--- src/rtl/wrapper_drq_arbiter_pkg.sv ---
// Shared types and default sizing for the DMA request arbiter.
package wrapper_drq_arbiter_pkg;

  localparam int unsigned DEF_NUM_CH         = 5;
  localparam int unsigned DEF_TIMEOUT_W      = 16;
  localparam int unsigned DEF_TIMEOUT_CYCLES = 1024;

  typedef enum logic [1:0] {
    IDLE   = 2'd0,
    REQ    = 2'd1,
    ACTIVE = 2'd2,
    GAP    = 2'd3
  } arb_state_t;

endpackage

--- src/rtl/wrapper_rr_pick.sv ---
// Combinational round-robin picker: first set request at or after rr_ptr_i.
module wrapper_rr_pick
  import wrapper_drq_arbiter_pkg::*;
#(
  parameter int unsigned NUM_CH = DEF_NUM_CH
) (
  input  logic [NUM_CH-1:0]         req_i,
  input  logic [$clog2(NUM_CH)-1:0] rr_ptr_i,
  output logic [NUM_CH-1:0]         onehot_o,
  output logic [$clog2(NUM_CH)-1:0] idx_o,
  output logic                      valid_o
);

  localparam int unsigned IDW = $clog2(NUM_CH);

  logic [NUM_CH-1:0] rot;
  logic              found;
  int unsigned       off;
  int unsigned       sum;

  // Rotate the doubled request vector so rr_ptr_i lands at bit 0, priority-encode,
  // then map the offset back to an absolute channel index.
  always_comb begin
    rot   = NUM_CH'({req_i, req_i} >> rr_ptr_i);
    found = 1'b0;
    off   = 0;
    for (int unsigned i = 0; i < NUM_CH; i++) begin
      if (!found && rot[i]) begin
        found = 1'b1;
        off   = i;
      end
    end
    sum = 32'(rr_ptr_i) + off;
    if (sum >= NUM_CH) sum = sum - NUM_CH;
    valid_o  = found;
    idx_o    = found ? IDW'(sum) : '0;
    onehot_o = found ? (NUM_CH'(1) << idx_o) : '0;
  end

endmodule

--- src/rtl/wrapper_drq_arbiter.sv ---
// Round-robin arbiter sharing one DMA controller handshake among NUM_CH request lines,
// with a saturating watchdog that flags and releases a stuck transfer.
module wrapper_drq_arbiter
  import wrapper_drq_arbiter_pkg::*;
#(
  parameter int unsigned NUM_CH         = DEF_NUM_CH,
  parameter int unsigned TIMEOUT_W      = DEF_TIMEOUT_W,
  parameter int unsigned TIMEOUT_CYCLES = DEF_TIMEOUT_CYCLES
) (
  input  logic                      hclk,
  input  logic                      hresetn,
  input  logic                      enable,
  input  logic [NUM_CH-1:0]         drq_in,
  output logic                      dma_req,
  input  logic                      dma_active,
  input  logic                      dma_done,
  output logic [NUM_CH-1:0]         grant,
  output logic [$clog2(NUM_CH)-1:0] grant_id,
  output logic                      busy,
  output logic                      timeout_irq,
  input  logic                      timeout_clr
);

  localparam int unsigned            IDW       = $clog2(NUM_CH);
  localparam logic [TIMEOUT_W-1:0]   WDOG_LAST = TIMEOUT_W'(TIMEOUT_CYCLES - 1);
  localparam logic [IDW-1:0]         LAST_CH   = IDW'(NUM_CH - 1);

  arb_state_t           state_q, state_d;
  logic [NUM_CH-1:0]    grant_q, grant_d;
  logic [IDW-1:0]       grant_id_q, grant_id_d;
  logic [IDW-1:0]       rr_ptr_q, rr_ptr_d;
  logic [TIMEOUT_W-1:0] wdog_q, wdog_d;
  logic                 irq_q, irq_d;

  logic [NUM_CH-1:0]    pick_onehot;
  logic [IDW-1:0]       pick_idx;
  logic                 pick_valid;

  logic [TIMEOUT_W-1:0] wdog_inc;
  logic                 wdog_last;
  logic                 go_gap;
  logic                 timeout_set;

  wrapper_rr_pick #(
    .NUM_CH (NUM_CH)
  ) u_pick (
    .req_i    (drq_in),
    .rr_ptr_i (rr_ptr_q),
    .onehot_o (pick_onehot),
    .idx_o    (pick_idx),
    .valid_o  (pick_valid)
  );

  // Next-state logic: arbitration, handshake tracking, watchdog and interrupt.
  always_comb begin
    state_d     = state_q;
    grant_d     = grant_q;
    grant_id_d  = grant_id_q;
    rr_ptr_d    = rr_ptr_q;
    wdog_d      = wdog_q;
    irq_d       = irq_q;
    go_gap      = 1'b0;
    timeout_set = 1'b0;
    wdog_last   = (wdog_q == WDOG_LAST);
    wdog_inc    = (wdog_q == '1) ? wdog_q : wdog_q + 1'b1;

    case (state_q)
      IDLE: begin
        if (enable && pick_valid) begin
          state_d    = REQ;
          grant_d    = pick_onehot;
          grant_id_d = pick_idx;
          rr_ptr_d   = (pick_idx == LAST_CH) ? '0 : pick_idx + 1'b1;
          wdog_d     = '0;
        end
      end
      REQ: begin
        wdog_d = wdog_inc;
        if (dma_active) begin
          state_d = ACTIVE;
        end else if (!drq_in[grant_id_q]) begin
          go_gap = 1'b1;
        end else if (wdog_last) begin
          go_gap      = 1'b1;
          timeout_set = 1'b1;
        end
      end
      ACTIVE: begin
        wdog_d = wdog_inc;
        if (dma_done) begin
          go_gap = 1'b1;
        end else if (wdog_last) begin
          go_gap      = 1'b1;
          timeout_set = 1'b1;
        end
      end
      GAP:     state_d = IDLE;
      default: state_d = IDLE;
    endcase

    if (go_gap) begin
      state_d    = GAP;
      grant_d    = '0;
      grant_id_d = '0;
    end

    if (timeout_clr) irq_d = 1'b0;
    if (timeout_set) irq_d = 1'b1;
  end

  // State and output registers with asynchronous active-low reset.
  always_ff @(posedge hclk or negedge hresetn) begin
    if (!hresetn) begin
      state_q    <= IDLE;
      grant_q    <= '0;
      grant_id_q <= '0;
      rr_ptr_q   <= '0;
      wdog_q     <= '0;
      irq_q      <= 1'b0;
    end else begin
      state_q    <= state_d;
      grant_q    <= grant_d;
      grant_id_q <= grant_id_d;
      rr_ptr_q   <= rr_ptr_d;
      wdog_q     <= wdog_d;
      irq_q      <= irq_d;
    end
  end

  assign dma_req     = (state_q == REQ) || (state_q == ACTIVE);
  assign busy        = (state_q != IDLE);
  assign grant       = grant_q;
  assign grant_id    = grant_id_q;
  assign timeout_irq = irq_q;

endmodule
--- config.mk ---
export PLATFORM = sky130hd
export DESIGN_NAME = wrapper_drq_arbiter
export DESIGN_NICKNAME = d
export VERILOG_FILES = /design/src/rtl/wrapper_drq_arbiter_pkg.sv /design/src/rtl/wrapper_rr_pick.sv /design/src/rtl/wrapper_drq_arbiter.sv
export SDC_FILE = /design/constraint.sdc
export NUM_CORES = 1
export LEC_CHECK = 0
export ABC_AREA = 1
export BUFFER_PORTS_ARGS = -buffer_cell sky130_fd_sc_hd__clkbuf_2
export CORE_MARGIN = 3
export CORE_UTILIZATION = 60
export DETAILED_ROUTE_END_ITERATION = 8
export HOLD_SLACK_MARGIN = 0.02
export PLACE_DENSITY = 0.8
export SETUP_SLACK_MARGIN = 0.4
export SYNTH_ARGS = -nofsm -noshare
export SYNTH_HDL_FRONTEND = slang
export SYNTH_HIERARCHICAL = 1
export SYNTH_SLANG_ARGS = --single-unit
--- constraint.sdc ---
create_clock -name hclk -period 7.85 [get_ports hclk]
set_input_delay 1.57 -clock hclk [delete_from_list [all_inputs] [get_ports hclk]]
set_output_delay 1.57 -clock hclk [all_outputs]
set_load 0.05 [all_outputs]
# == After elaboration in Yosys (flattened, before gate mapping) ==
# Index checks and enable logic that the tools add are counted.
# totals
register_bits,30
in_bits,11
output_inout_bits,11
# op_classes
n_addsub,4
n_lt_le_gt_ge,2
n_eq_ne,10
shifts,2
n_mux,39
reduce_logical,22
# op_table
operator,count
2-to-1 mux 16 bit,2
one-hot mux 16 bit (2 select lines),1
2-to-1 mux 3 bit,7
2-to-1 mux 5 bit,4
"adder 16 x 1 -> 16 bit, second input constant",1
"equality test 16 x 10 -> 1 bit, second input constant",1
"equality test 16 bit, second input constant",1
2-to-1 mux 1 bit,16
2-to-1 mux 2 bit,5
nonzero test 2 bit,5
>> shifter 10 x 3 -> 5 bit,1
"inequality test 3 bit, second input constant",2
one-hot mux 2 bit (3 select lines),1
AND reduction 3 bit,2
logical AND 1 bit,5
"<< shifter 1 x 3 -> 5 bit, first input constant",1
adder 3 x 3 -> 4 bit,1
"equality test 2 bit, second input constant",2
">= comparator 4 x 3 -> 1 bit, second input constant",1
logical NOT 1 bit,4
"< comparator 3 x 4 -> 1 bit, second input constant",1
"inequality test 2 bit, second input constant",2
one-hot mux 1 bit (2 select lines),2
AND reduction 2 bit,2
other kinds (9),9

# == Longest topological paths before layout ==
# Gate-level depths: netlist of the first run.
# depth
depth_word,23
ltp_mapped,27
ltp_nobuf,27

# == Hierarchy ==
# Netlist of the first run, hierarchy kept.
# modules_own_cells
mod,instances,cells_each,area_per_inst_um2,seq_area_each_um2
wrapper_drq_arbiter,1,274,1928.1,750.7
wrapper_rr_pick,1,105,549.3,0.0

# == Worst setup path before layout of the first run ==
# Ideal clock, no wire load.
# synth_timing
path_kind,input port to flip-flop
startpoint,in drq_in[1]
endpoint,reg rr_ptr_q[2]
setup_ps,83
arrival_time_ps,4113
setup_slack_ps,3654
stages,21
path_cell_list,inv_1 nand2_1 nand2_1 nand2_1 nand3_1 nand2_2 a31oi_1 nor2_1 ha_1 inv_1 fa_1 ha_1 o21ai_2 nand2_2 xor2_1 inv_1 nand2_2 inv_1 ha_1 xnor2_1 o21ai_0
# synth_via
elab_chain_cells,20
word_cells_on_any_way,28
# synth_lines
item,line,rtl
from (decl),wrapper_drq_arbiter.sv:13,"input logic [NUM_CH-1:0] drq_in,"
>> shifter 10 x 3 -> 5 bit *,wrapper_rr_pick.sv:24,"rot = NUM_CH'({req_i, req_i} >> rr_ptr_i);"
2-to-1 mux 1 bit,wrapper_rr_pick.sv:28,if (!found && rot[i]) begin
logical NOT 1 bit,wrapper_rr_pick.sv:28,
logical AND 1 bit,wrapper_rr_pick.sv:28,
2-to-1 mux 1 bit,wrapper_rr_pick.sv:28,
logical NOT 1 bit,wrapper_rr_pick.sv:28,
logical AND 1 bit,wrapper_rr_pick.sv:28,
2-to-1 mux 1 bit,wrapper_rr_pick.sv:28,
[... 5 more ...],-,
2-to-1 mux 3 bit,wrapper_rr_pick.sv:28,
adder 3 x 3 -> 4 bit,wrapper_rr_pick.sv:33,sum = 32'(rr_ptr_i) + off;
>= comparator 4 x 3 -> 1 bit or subtractor 3 bit (tied branches),wrapper_rr_pick.sv:34,if (sum >= NUM_CH) sum = sum - NUM_CH;
2-to-1 mux 3 bit,wrapper_rr_pick.sv:34,
2-to-1 mux 3 bit *,wrapper_rr_pick.sv:36,idx_o = found ? IDW'(sum) : '0;
net pick_idx[0],wrapper_drq_arbiter.sv:36,logic [IDW-1:0] pick_idx;
adder 3 x 1 -> 3 bit or equality test 3 bit (tied branches),wrapper_drq_arbiter.sv:73,rr_ptr_d = (pick_idx == LAST_CH) ? '0 : pick_idx + 1'b1;
2-to-1 mux 3 bit *,wrapper_drq_arbiter.sv:73,
to (signal assigned),wrapper_drq_arbiter.sv:124,rr_ptr_q <= rr_ptr_d;
to (decl),wrapper_drq_arbiter.sv:31,"logic [IDW-1:0] rr_ptr_q, rr_ptr_d;"
# The timed path passes the listed nets; every way through them passes the cells marked *.
# A chain may end at the register's enable or synchronous reset.

# == Final worst setup path of the first run ==
# layout_timing
startpoint,in drq_in[3]
endpoint,reg rr_ptr_q[0]
# Same word-level chain as after synthesis.

==> impl_metrics.yaml, run 1 <==
routing:
  routedWlPerCell_um: 11.5
  vias_per_cell: 5.15
  vias: 2303
  drt-pass1-iter-count: 5
  postRouteAntennaNets: 0
  wirelength_um: 5130
  drc: 0
  drt_iter0_drc: 156
final_layout:
  fin_nets: 424
  fin_cells: 447
  fill_cells: 342
  drive_above_1_share: 0.135
  area_growth_pct: 7.73
  antenna_cells: 0
grt:
  grt_usage: 0.219
  grt_pass1_wl_um: 8820
  grt_overflow: 0
  antenna_found_initial: 0
  grt_util_met2: 0.325
  grt_use_met1: 0.323
  grtUsageMet3: 0.0504
  grt_pass1_vias: 1964
  grt_max_degree: 31
  busiest_layer: "met2"
worst_setup_path:
  r2r_end: "rr_ptr_q[0]$_DFFE_PN0P_"
  crit_family: "adder cells"
  crit_chain: "clkbuf_2 > nand2_1 > nand2_1 > nand2_1 > nand3_1 > nand2_2 > a31oi_1 > nor2_1 > ha_1 > inv_1 > fa_1 > ha_1 > o21ai_2 > nand2_2 > xor2_1 > inv_1 > nand2_2 > inv_1 > inv_1 > ha_1 > nand2_1 > nand2_1 > a21boi_0"
  cpPeakStageDelay_ps: 460
  crit_path_start_kind: "input pin"
  reg2reg_slack_ps: 4300
  path_depth: 23
  crit_top_cell: "nand2_1"
  r2r_start: "rr_ptr_q[0]$_DFFE_PN0P_"
  cp.required_ps: 8050
  crit_path_end_kind: "flop"
  critPathArrivalTime_ps: 4510
  crit_buf_inv: 5
  cp_slowest_cell: "fa_1"
  startpoint: "drq_in[3]"
  ff2ff_path_depth: 24
  crit_type: "input pin to flop"
  worstPathMaxFanout: 4
  critPathCapture: "rr_ptr_q[0]$_DFFE_PN0P_"
die:
  dieArea_mm2: 0.00494
  die_x_um: 70.3
  start_util: 0.647
  ios: 22
  die_y_um: 70.3
  core.rowCount: 22
  coreArea_mm2: 0.00383
timing:
  worst_slew_pin_slew_ps: 742
  rsz0062_at_grt: "no"
  finalSetupViolations: 0
  period_needed_ps: 4310
  slew_viol_final: 0
  finalHoldViolCount: 0
  period_share: 0.548
  setup_tns_ps: 0
  relSlewSlack: 0.505
  max_freq_mhz: 232
  finClkSkew_ps: 4.08
outcome:
  status: "complete, no violations"
placement:
  io_buffers: 21
  dp_cells: 441
  gp_congestion: 0.922
  dp_hpwl_um: 3870
synth:
  yosysTopAreaCellShare: 0.303
  synth-seq-cells: 30
  synth_common_cells: "nand2_1 (133), inv_1 (50), nor2_1 (37)"
  synth_edf_count: 0
  synth_seq_area_share: 0.303
  post_synth_num_cell_types: 34
  netlist_instances: 379
  ys.flop_type: "dfrtp_1"
  ys_warn_count: 6
  synthTopCellsByArea: "dfrtp_1 (30%), nand2_1 (20%), inv_1 (7.6%)"
  async_flop_share: 1.00
  avgSynthCellArea_um2: 6.54
  synthesis.nets: 403
  synth_area_mm2: 0.00248
  synth_top_cell_by_area: "dfrtp_1"
  synth_most_common_cell: "nand2_1"
clock_tree:
  clockRootBuffer: "clkbuf_8"
  cts_tree: "built"
  post-cts-setup-buffer-count: 0
  clkTransAtPathRegs_ps: 60
  cts.sinks: 30
  h-tree-depth: 2
  cts_hold_buffers: 0
  clockBufferDepth: 2
  cts.repair.resized: 0
  cts_buffers: 5
  clkLatencyLatePin_ps: 280
pwr:
  vdd_ir_drop_max_mv: 0.365
  total_leakage_power_nw: 1.47
  power_density_mw_per_mm2: 472
min_path:
  hp-class: "flop to flop"
run:
  cap_viol_max_count: 0
worst register-to-register path, delay by kind of cell, from the launching register on:
| family | cells | cell delay, ps |
|---|---|---|
| flip-flops | 1 | 530 |
| XOR/XNOR | 1 | 180 |
| AO/OA/AOI/OAI | 3 | 400 |
| adder cells (fa/ha/maj) | 4 | 1060 |
| AND/OR/NAND/NOR | 10 | 800 |
| buffers and inverters | 6 | 510 |
power breakdown:
| part | switching (mW) | leakage (nW) | internal, mW | total (mW) |
|---|---|---|---|---|
| Sequential | 0.0400 | 0.403 | 0.188 | 0.228 |
| Clock | 0.0578 | 0.0431 | 0.0675 | 0.125 |
| Combinational | 0.620 | 1.03 | 0.285 | 0.906 |
stage by stage:
stage	cell area (um^2)	utilization	worst slack (ps)	power (mW)	hold slack (ps)
2_1_floorplan	2480	-	3650	1.00	498
3_3_place_gp	2590	0.676	3400	1.11	515
3_5_place_dp	2590	0.676	3280	1.12	529
4_1_cts	2670	0.698	3560	1.26	548
5_1_grt	2670	0.698	3230	1.40	577
6_report	2670	0.698	3540	1.26	545
placed cells by master, fill, tap and decap left out, types with 2 or more instances in the layout:
cell type  synthesis  routed
clkbuf_8           0       6
nand2_2            9       9
ha_1              12      12
xor2_1            11      11
inv_1             50      50
nand3_1           33      33
nand2_1          133     133
xnor2_1            3       3
nor2_4             2       2
clkbuf_2           1      21
nand3_2            2       2
o21ai_0           16      16
a21oi_1           10      10
dfrtp_1           30      30
nor2_2             2       2
nor2_1            37      37
nor3_1             2       2
inv_2              6       6
sequential cells by signal, indices dropped and copies added, names as in the netlist:
| register | count |
|---|---|
| grant_id | 3 |
| state_q | 2 |
| rr_ptr_q | 3 |
| timeout_irq | 1 |
| wdog_q | 16 |
| grant | 5 |
layout make-up:
type,instances,area (um^2),share of cell area
sequential,30,751,0.281
inverter,56,210,0.0788
multi-input combinational,286,1460,0.547
timing repair buffer,21,105,0.0394
clock buffer,6,82.6,0.0309
tap,48,60.1,0.0225
logic make-up (layout without fill, tap and decap cells):
group | Yosys count | after routing | share of synthesized area
buffers and inverters | 63 | 83 | 0.108
xor gates and xnor gates | 14 | 14 | 0.0495
AOI/OAI and AO/OA | 32 | 32 | 0.0697
DFF | 30 | 30 | 0.303
and+or+nand+nor | 227 | 227 | 0.402
adders and majority gates | 13 | 13 | 0.0687
routing by layer:
metal / wire length [um] / vias up / share of wire
li1: - / 1206 / -
met1: 2600 / 1042 / 0.51
met2: 2200 / 49 / 0.43
met3: 278 / 6 / 0.054
met4: 49 / 0 / 0.0095
met5: 0 / - / 0
worst min-delay path by stage:
stage | startpoint | to | slack (ps) | cells past startpoint
after floorplan | wdog_q[1]$_DFFE_PN0P_ | wdog_q[1]$_DFFE_PN0P_ | 500 | 2
after global placement | wdog_q[1]$_DFFE_PN0P_ | wdog_q[1]$_DFFE_PN0P_ | 520 | 2
after detailed placement | wdog_q[1]$_DFFE_PN0P_ | wdog_q[1]$_DFFE_PN0P_ | 530 | 2
after CTS | wdog_q[1]$_DFFE_PN0P_ | wdog_q[1]$_DFFE_PN0P_ | 550 | 2
after global routing | timeout_irq$_DFFE_PN0P_ | timeout_irq$_DFFE_PN0P_ | 580 | 2
final | wdog_q[1]$_DFFE_PN0P_ | wdog_q[1]$_DFFE_PN0P_ | 540 | 2
No activity file was read; power rests on OpenSTA's default activity.
==> run 2: changes to the inputs <==
- CORE_UTILIZATION: 60 -> 54
- PLACE_DENSITY: 0.8 -> 0.76
- clock period: 7.85 -> 3.91 ns (I/O delays scaled with it)
==> impl_metrics.yaml, run 2 (synthesis gave the netlist of run 1 again) <==
grt:
  grt_pass1_vias: 2135
  grt_usage: 0.219
  grt_overflow: 0
  antenna_found_initial: 0
  grt_pass1_wl_um: 9380
  grt_max_degree: 31
routing:
  dr_wl_met3_um: 257
  vias: 2380
  drc: 0
  vias_per_cell: 5.13
  drt_iter0_drc: 114
  drt-pass1-iter-count: 4
  route.met2.wl_um: 2890
  wirelength_um: 5970
  top_layer: "met4"
  met1_length_um: 2770
  postRouteAntennaNets: 0
  routedWlPerCell_um: 12.9
placement:
  io_buffers: 21
  gp_congestion: 0.902
  dp_hpwl_um: 4050
  dp_slack_ps: 92.8
clock_tree:
  h-tree-depth: 2
  cts.sinks: 30
  clockBufferDepth: 2
  cts_hold_buffers: 0
  clockRootBuffer: "clkbuf_8"
  cts_buffers: 5
  cts_tree: "built"
  clkLatencyLatePin_ps: 290
  clkTransAtPathRegs_ps: 70
timing:
  finalHoldViolCount: 0
  worst_slew_pin_slew_ps: 767
  slew_viol_final: 0
  rsz0062_at_grt: "yes"
  finalSetupViolations: 0
  max_freq_mhz: 281
  relSlewSlack: 0.489
  finClkSkew_ps: 7.50
  period_share: 0.909
  setup_tns_ps: 0
  period_needed_ps: 3560
  finalWorstSetupSlack_ps: 354
die:
  start_util: 0.565
  die_y_um: 73.7
  dieArea_mm2: 0.00544
  ios: 22
  die_x_um: 73.7
  core.rowCount: 24
  coreArea_mm2: 0.00438
worst_setup_path:
  crit_family: "adder cells"
  crit_type: "input pin to flop"
  crit_top_cell: "nand2_2"
  cp_slowest_cell: "fa_1"
  cpPeakStageDelay_ps: 600
  worstPathMaxFanout: 4
  critPathArrivalTime_ps: 3760
  crit_buf_inv: 7
  cp.required_ps: 4110
  crit_path_start_kind: "input pin"
  crit_path_end_kind: "flop"
outcome:
  status: "complete, no violations"
final_layout:
  layout_commonest_cell: "nand2_1"
  area_growth_pct: 17.9
  final_cell_mix: "nand2_1 (118), inv_1 (42), nor2_1 (36)"
  final_util: 0.666
  regMostFlops: "wdog_q"
  largest_reg_flops: 16
  fin_nets: 435
  drive_above_1_share: 0.260
  antenna_cells: 0
run:
  cap_viol_max_count: 0
min_path:
  hp-class: "flop to flop"
## run 2: worst paths after layout
kind                            slack (ps)                     from                       to  depth (start not counted)
worst min register to register         530  timeout_irq$_DFFE_PN0P_  timeout_irq$_DFFE_PN0P_                          2
worst min-delay path                   530  timeout_irq$_DFFE_PN0P_  timeout_irq$_DFFE_PN0P_                          2
worst max-delay path                   350                drq_in[1]  rr_ptr_q[0]$_DFFE_PN0P_                         25
max in group asynchronous             2810                  hresetn  rr_ptr_q[1]$_DFFE_PN0P_                          1
worst max register to register         370  rr_ptr_q[0]$_DFFE_PN0P_  rr_ptr_q[0]$_DFFE_PN0P_                         24
min in group asynchronous              560                  hresetn    wdog_q[6]$_DFFE_PN0P_                          1
## run 2: final cells by class
class,count,area (um^2)
well taps,52,65.1
flip-flops and latches,30,753
clock inverters,2,12.5
multi-input cells,286,1590
fillers,377,1460
repair buffers,32,203
clock buffers,6,82.6
inverters,56,218
## run 2: worst min-delay path, cell delays in order (launching register included)
cell and delay, ps:
dfrtp_1 380, inv_1 50, o21ai_0 60
## run 2: stage by stage
step | instance area (um^2) | hold slack, ps | cells
after detailed placement | 2590 | 527 | 445
after CTS | 2690 | 538 | 453
after floorplan | 2480 | 486 | 379
after global placement | 2590 | 524 | 445
final | 2920 | 533 | 464
after global routing | 2920 | 570 | 464
## run 2: metal layers
metal  track usage  vias up
met5             0        -
met3        0.0369        6
met2         0.357       53
met1         0.297     1090
met4        0.0604        0
li1              -     1231
## run 2: timing repair
action                                  CTS  global route
setup buffers                             0            11
endpoints found under the setup margin    2            10
gates resized for setup                   2            55
pin swaps                                 0            20
Power of run 2 is not shown: default switching activity piles up to over one toggle a cycle in this logic, so the estimate is an artifact.
